`src/rtl/fifo_reader_pkg.sv`:
```
// Shared types for the FIFO drain reader.
// State encoding and the population-width helper.
package fifo_reader_pkg;

  typedef enum logic [1:0] {
    IDLE      = 2'd0,
    WAIT_FILL = 2'd1,
    DRAIN     = 2'd2,
    FLUSH     = 2'd3
  } state_t;

  function automatic int pop_width(input int capacity);
    return $clog2(capacity + 1);
  endfunction

endpackage

```
`src/rtl/fifo_reader_skid.sv`:
```
// Two-entry in-order skid buffer catching FIFO read data.
// clear has priority over push; pops on empty are ignored.
module fifo_reader_skid #(
  parameter int BIT_WIDTH = 16
) (
  input  logic                 read_clock,
  input  logic                 reset_n,
  input  logic                 clear,
  input  logic                 push,
  input  logic [BIT_WIDTH-1:0] push_data,
  input  logic                 pop,
  output logic [BIT_WIDTH-1:0] head,
  output logic [1:0]           count
);

  logic [BIT_WIDTH-1:0] mem [2];
  logic                 wr_ptr;
  logic                 rd_ptr;
  logic                 pop_ok;
  logic                 push_ok;

  assign pop_ok  = pop && (count != 2'd0);
  assign push_ok = push && ((count != 2'd2) || pop_ok);
  assign head    = mem[rd_ptr];

  always_ff @(posedge read_clock or negedge reset_n) begin
    if (!reset_n) begin
      mem[0] <= '0;
      mem[1] <= '0;
      wr_ptr <= 1'b0;
      rd_ptr <= 1'b0;
      count  <= 2'd0;
    end else if (clear) begin
      wr_ptr <= 1'b0;
      rd_ptr <= 1'b0;
      count  <= 2'd0;
    end else begin
      if (push_ok) begin
        mem[wr_ptr] <= push_data;
        wr_ptr      <= ~wr_ptr;
      end
      if (pop_ok) begin
        rd_ptr <= ~rd_ptr;
      end
      count <= count + {1'b0, push_ok} - {1'b0, pop_ok};
    end
  end

endmodule

```
`src/rtl/fifo_drain_reader.sv`:
```
// Burst reader draining a mixed-clock FIFO into a skid buffer.
// Optional FIFO_DRAIN_READER_CHECKSUM_EN adds a running checksum.
module fifo_drain_reader
  import fifo_reader_pkg::*;
#(
  parameter int CAPACITY  = 5,
  parameter int BIT_WIDTH = 16,
  parameter int BURST     = 4,
  parameter int TIMEOUT   = 15
) (
  input  logic                           read_clock,
  input  logic                           reset_n,
  input  logic [BIT_WIDTH-1:0]           fifo_data_out,
  input  logic [pop_width(CAPACITY)-1:0] fifo_population,
  input  logic                           fifo_empty,
  output logic                           dequeue,
  output logic                           flush,
  input  logic                           flush_request,
  output logic [BIT_WIDTH-1:0]           out_data,
  output logic                           out_valid,
  input  logic                           out_ready,
  output logic [1:0]                     state,
  output logic [15:0]                    words_read
`ifdef FIFO_DRAIN_READER_CHECKSUM_EN
  ,
  output logic [BIT_WIDTH-1:0]           checksum
`endif
);

  localparam int TW = $clog2(TIMEOUT + 1);
  localparam int BW = $clog2(BURST + 1);

  state_t          cur;
  state_t          nxt;
  logic [TW-1:0]   timer;
  logic [BW-1:0]   burst_cnt;
  logic            in_flight;
  logic [1:0]      skid_count;
  logic            room;
  logic            xfer;
  logic            fill_ok;

  assign state   = cur;
  assign xfer    = out_valid && out_ready;
  assign fill_ok = 32'(fifo_population) >= 32'(BURST);

  // Room counts words already in flight so the skid never overflows.
  assign room = (skid_count == 2'd0)
             || ((skid_count == 2'd1) && !in_flight);

  always_comb begin
    nxt     = cur;
    dequeue = 1'b0;
    flush   = 1'b0;
    unique case (cur)
      IDLE: begin
        if (!fifo_empty) nxt = WAIT_FILL;
      end
      WAIT_FILL: begin
        if (fifo_empty) nxt = IDLE;
        else if (fill_ok || (timer == TW'(TIMEOUT - 1)))
          nxt = DRAIN;
      end
      DRAIN: begin
        dequeue = !fifo_empty && room;
        if (dequeue && (burst_cnt == BW'(BURST - 1)))
          nxt = IDLE;
        else if (fifo_empty)
          nxt = IDLE;
      end
      FLUSH: begin
        flush = 1'b1;
        nxt   = IDLE;
      end
    endcase
    if (flush_request) nxt = FLUSH;
  end

  always_ff @(posedge read_clock or negedge reset_n) begin
    if (!reset_n) begin
      cur       <= IDLE;
      timer     <= '0;
      burst_cnt <= '0;
      in_flight <= 1'b0;
    end else begin
      cur       <= nxt;
      timer     <= (cur == WAIT_FILL) ? timer + 1'b1 : '0;
      burst_cnt <= (cur == DRAIN) ? burst_cnt + BW'(dequeue) : '0;
      in_flight <= dequeue;
    end
  end

  always_ff @(posedge read_clock or negedge reset_n) begin
    if (!reset_n) begin
      words_read <= 16'd0;
    end else if (xfer) begin
      words_read <= words_read + 16'd1;
    end
  end

  fifo_reader_skid #(
    .BIT_WIDTH (BIT_WIDTH)
  ) u_skid (
    .read_clock (read_clock),
    .reset_n    (reset_n),
    .clear      (cur == FLUSH),
    .push       (in_flight),
    .push_data  (fifo_data_out),
    .pop        (out_ready),
    .head       (out_data),
    .count      (skid_count)
  );

  assign out_valid = (skid_count != 2'd0);

`ifdef FIFO_DRAIN_READER_CHECKSUM_EN
  always_ff @(posedge read_clock or negedge reset_n) begin
    if (!reset_n) begin
      checksum <= '0;
    end else if (cur == FLUSH) begin
      checksum <= '0;
    end else if (xfer) begin
      checksum <= checksum + out_data;
    end
  end
`endif

endmodule

```
`config.mk`:
```
export PLATFORM = sky130hd
export DESIGN_NAME = fifo_drain_reader
export DESIGN_NICKNAME = d
export VERILOG_FILES = /design/src/rtl/fifo_reader_pkg.sv /design/src/rtl/fifo_reader_skid.sv /design/src/rtl/fifo_drain_reader.sv
export SDC_FILE = /design/constraint.sdc
export NUM_CORES = 1
export LEC_CHECK = 0
export CAP_MARGIN = 20
export CELL_PAD_IN_SITES_DETAIL_PLACEMENT = 1
export CELL_PAD_IN_SITES_GLOBAL_PLACEMENT = 2
export CORE_MARGIN = 4
export CORE_UTILIZATION = 37
export DETAILED_ROUTE_END_ITERATION = 6
export GPL_TIMING_DRIVEN = 0
export HOLD_SLACK_MARGIN = 0.05
export PLACE_DENSITY_LB_ADDON = 0.1
export SETUP_SLACK_MARGIN = 0.5
export SLEW_MARGIN = 20
export SYNTH_ARGS = -nofsm -noshare
export SYNTH_HDL_FRONTEND = slang
export SYNTH_SLANG_ARGS = --single-unit
```
`constraint.sdc`:
```
create_clock -name read_clock -period 5 [get_ports read_clock]
set_input_delay 1 -clock read_clock [delete_from_list [all_inputs] [get_ports read_clock]]
set_output_delay 1 -clock read_clock [all_outputs]
set_load 0.005 [all_outputs]
```
* Word-level counts from Yosys, hierarchy flattened
Index checks and enable logic that the tools add are counted.
Operators by class: magnitude comparators 4, reductions and logical operators 18, equal/unequal tests 10, muxes and demuxes 22, add/sub/neg operators 5, bitwise gates (word level) 5
Operators by type and width (number):
- 2-to-1 mux 16 bit | 4
- bitwise mux 32 bit | 1
- adder 16 x 1 -> 16 bit, second input constant | 1
- demux 16 bit (select 1 bit) | 1
- 2-to-1 mux 2 bit | 7
- inequality test 4 bit, second input constant | 2
- case mux 2 bit (4 select lines) | 1
- logical AND 1 bit | 6
- 2-to-1 mux 1 bit | 6
- nonzero test 2 bit | 3
- adder 4 x 1 -> 4 bit, second input constant | 1
- == test 2 x 1 -> 1 bit, second input constant | 2
- == test 2 bit, second input constant | 2
- == test 4 bit, second input constant | 1
- >= comparator 2 bit, second input constant | 2
- zero test 2 bit | 2
- 2-to-1 mux 4 bit | 1
- NOT 1 -> 2 bit | 2
- adder 3 x 1 -> 3 bit | 1
- == test 3 x 2 -> 1 bit, second input constant | 1
- >= comparator 3 bit, second input constant | 1
- logical OR 1 bit | 3
- 2-to-1 mux 3 bit | 1
- inequality test 3 bit, second input constant | 1
- other kinds (8) | 11
Storage, ports and cells: bits of input ports 24, register bits 62, output and inout port bits 37

* Logic depth before layout (Yosys ltp)
word-level depth 8, gate-level depth with buffers 9, mapped depth without buffers 8

* Hierarchy
From an unflattened synthesis, not the netlist that was laid out.
Second synthesis, totals: cell total of the unflattened synthesis 208, area, all modules 2854.0 µm²
By module, submodules not included:
- fifo_reader_skid | cells an instance 107, instances 1, sequential area each 900.9 µm², area an instance 1655.3 µm²
- fifo_drain_reader | cells an instance 101, instances 1, sequential area each 650.6 µm², area an instance 1198.6 µm²

* Worst setup path before layout
Ideal clock, no wire load.
path type input to output, start point input fifo_empty, end point output dequeue, slack 2.335 ns, arrival time 1.665 ns, cell stages on the path 1, required time 4.000 ns, path through a2111oi_0
On the way: cells in the longest elaborated chain, start to end 3
Ends and longest elaborated chain:
- from (decl) | line fifo_drain_reader.sv:15 | input logic fifo_empty,
- zero test 1 bit | line fifo_drain_reader.sv:65 | dequeue = !fifo_empty && room;
- logical AND 1 bit | line fifo_drain_reader.sv:65
- 2-to-1 mux 1 bit | line fifo_drain_reader.sv:55 | unique case (cur)
- to (decl) | line fifo_drain_reader.sv:16 | output logic dequeue,
Every way passes these cells.

* Final worst setup path
Same ends and word-level chain as after synthesis.

==> results by group <==
Setup path
  • Crit Path Max Fanout: 3
  • Critical path type: in -> out
  • Reg2reg setup slack: 2.82 ns
  • Startpoint types: input port
  • Worst r2r dst: u_skid.count[1]
  • Worst Path Buf+Inv: 2
  • Critical path endpoint category: output pin
  • Worst Path Required: 4.00 ns
  • Critical Path Most Common Cell: clkdlybuf4s50_1
  • R2r startpoint: u_skid.count[0]
  • Crit. path cell count: 3
  • Cell Chain, Critical Path: clkdlybuf4s50_1 -> a2111oi_0 -> clkdlybuf4s50_1
  • R2R depth: 9
  • Slowest CP cell: a2111oi_0
  • Largest stage delay on the critical path: 0.80 ns
  • Arr. time, crit path: 2.90 ns
  • Delay-heaviest family, CP: buffers and inverters

Yosys
  • Ys Warns: 0
  • Post-synth EDFFs: 0
  • Leading register cell type out of synthesis: dfrtp_1
  • Syn avg cell area: approximately 14 sq um
  • Post-synth ARST share: 100.0%
  • Post-synthesis register bit count: 62
  • Post-Syn Instances: 207
  • Cell Area, Synth: 2823 sq um
  • Cell variety after synth: 30
  • Seq/Total Area, Yosys: 54.96%
  • Net Count, Synth: 238

Min path
  • Hold-critical path depth: 1
  • Hold Crit Class: reg -> reg
  • Hold EP: words_read[15]
  • Min-delay src: words_read[15]

Clocking
  • Root Buffer: clkbuf_8
  • Skew-Pair Late Insertion Delay: 0.33 ns
  • CTS tree: built
  • Post-CTS sizing: 0
  • Clock edge transition at the registers on the reported setup and hold paths: about 0.060 ns
  • Num CTS Buffers: 9
  • Max clock buf depth: 2
  • Post-CTS setup buffer count: 0
  • # hold bufs at CTS: 0
  • H-tree levels: 3
  • Clk sinks: 62

Cells and area
  • Nets@finish: 308
  • Ratio of cells with drive above 1 in the final layout: 26.69%
  • Multi-input logic area: 1200 sq um
  • Finished Layout Cells: 380
  • Final instance area: between 3000 and 4000 sq um
  • ANT cells: 0
  • Area growth syn-to-layout: 31.74%
  • Filler Cell Count: 758
  • Register area: 1551 sq um
  • Most frequent cells in the layout: 62 x dfrtp_1, 57 x clkdlybuf4s50_1, 39 x mux2_2
  • Commonest non-fill, non-tap cell in the layout: dfrtp_1

Placed design
  • I/O Buffers: 58
  • GP Congestion: roughly 0.67
  • Setup WS pre-CTS: 1.019 ns
  • HPWL after DPL: 4154 microns
  • Placed inst area: 3545 sq um
  • Placed insts: 365

Timing
  • RSZ-0062 raised after global routing: no
  • Fmax: roughly 260 MHz
  • Worst slew margin: a little under two fifths
  • Slew @ Worst Pin: approximately 0.90 ns
  • Worst Setup Slack, final: 1.098 ns
  • Fin crit share: slightly below 80%
  • Fin crit period: 3.902 ns
  • Final Max Tran Viols: 0
  • Skew final: 0.009253 ns
  • # setup viols final: 0
  • Final Hold Viols: 0
  • Setup tns final: 0 ns

Die
  • Initial core utilization: roughly two fifths
  • # IOs: 61
  • Std-Cell Rows: 31
  • Die ar.: 9091 sq um
  • Die Ht: 95.35 microns
  • DIE WIDTH: 95.35 microns
  • Core area: around 7300 sq um

Flow run
  • MaxCap Viol Count: 0

Routing
  • Antenna-violating nets left: 0
  • Total number of vias: 1808
  • First-pass DRT Iterations: 4
  • Initial DRC Count: 31
  • DR WL/cell: 14.97 microns
  • DRC viols: 0
  • Total Wirelength: 5690 microns
  • Avg Vias per Cell: 4.758

Power
  • PD cells: 497.4 nW/um^2
  • Total power: ~1.8 mW
  • Worst vdd ir: 0.0002021 V
  • Leakage power: 1.696 nW

Global routing
  • First-pass GRT wire length: 9308 microns
  • Initial antenna violation count: 0
  • Grt total ovfl: 0
  • Largest net degree at the start of global routing: 34
  • Number of global-route vias before repair: between 1500 and 2000
  • GRT Total Usage: a little over an eighth

Status
  • Status: complete, no violations
-- stage by stage --
step / hold slack, ns / utilization [%]
finish: 0.4862 / 50.73
global route: 0.5124 / 50.73
CTS: 0.4934 / 50.73
detailed placement: 0.4823 / 48.35
global placement: 0.4557 / 48.11
floorplan: 0.4536 / -
-- worst max-delay path by stage --
| stage | slack [ns] | end | startpoint |
|---|---|---|---|
| after floorplan | 2.33 | dequeue | fifo_empty |
| after global placement | 0.78 | u_skid.mem[16] | reset_n |
| after detailed placement | 1.02 | dequeue | fifo_empty |
| after CTS | 1.02 | dequeue | fifo_empty |
| after global routing | 0.89 | dequeue | fifo_empty |
| final | 1.10 | dequeue | fifo_empty |
-- registers in the layout, indices dropped and copies added (netlist names) --
register and flops:
state 2, u_skid.rd_ptr 1, timer 4, u_skid.count 2, burst_cnt 3, u_skid.mem 32, words_read 16, u_skid.wr_ptr 1
in_flight 1
-- Yosys cell counts, types with 3 or more instances --
cell type   n  share of area (%)
nor3_1      3               0.53
dfrtp_1    62                 55
xor2_1      9                2.8
nor2_1     16                2.1
and2_1      5                1.1
inv_1       6               0.80
xnor2_1    13                4.0
nand2_1     6               0.80
ha_1        7                3.1
nand3_1     5               0.89
nand4_1     3               0.66
mux2_4     10                5.3
mux2_2     39                 16
-- routing by layer --
metal  vias to the layer above  global-route usage, %  part of all wire [%]
li1                        847                      -                     -
met1                       902                  17.66                    46
met2                        52                  21.17                    48
met3                         7                  3.552                   4.8
met4                         0                  6.490                   1.7
met5                         -                      0                     0
-- area by class of cell --
type	count	area share, %
clock inverters	4	0.6057
multi-input cells	132	32.27
repair buffers	59	16.08
clock buffers	11	4.071
well taps	99	3.331
plain buffers	6	1.211
inverters	7	0.7066
flip-flops and latches	62	41.72
-- report_power, final --
part,switching [mW],total [mW],leakage (nW),internal (mW)
Clock,0.186,0.387,0.0910,0.201
Combinational,0.220,0.695,0.810,0.474
Sequential,0.102,0.767,0.795,0.665
-- kinds of logic after synthesis --
group           Yosys count  synth area share [%]
xor+xnor                 22                 6.826
buf+inv                  13                 2.527
simple gates             46                 8.910
mux                      49                 20.88
fa+ha+maj                 7                 3.103
compound gates            8                 2.793
flops                    62                 54.96
No activity file was read; power rests on OpenSTA's default activity.
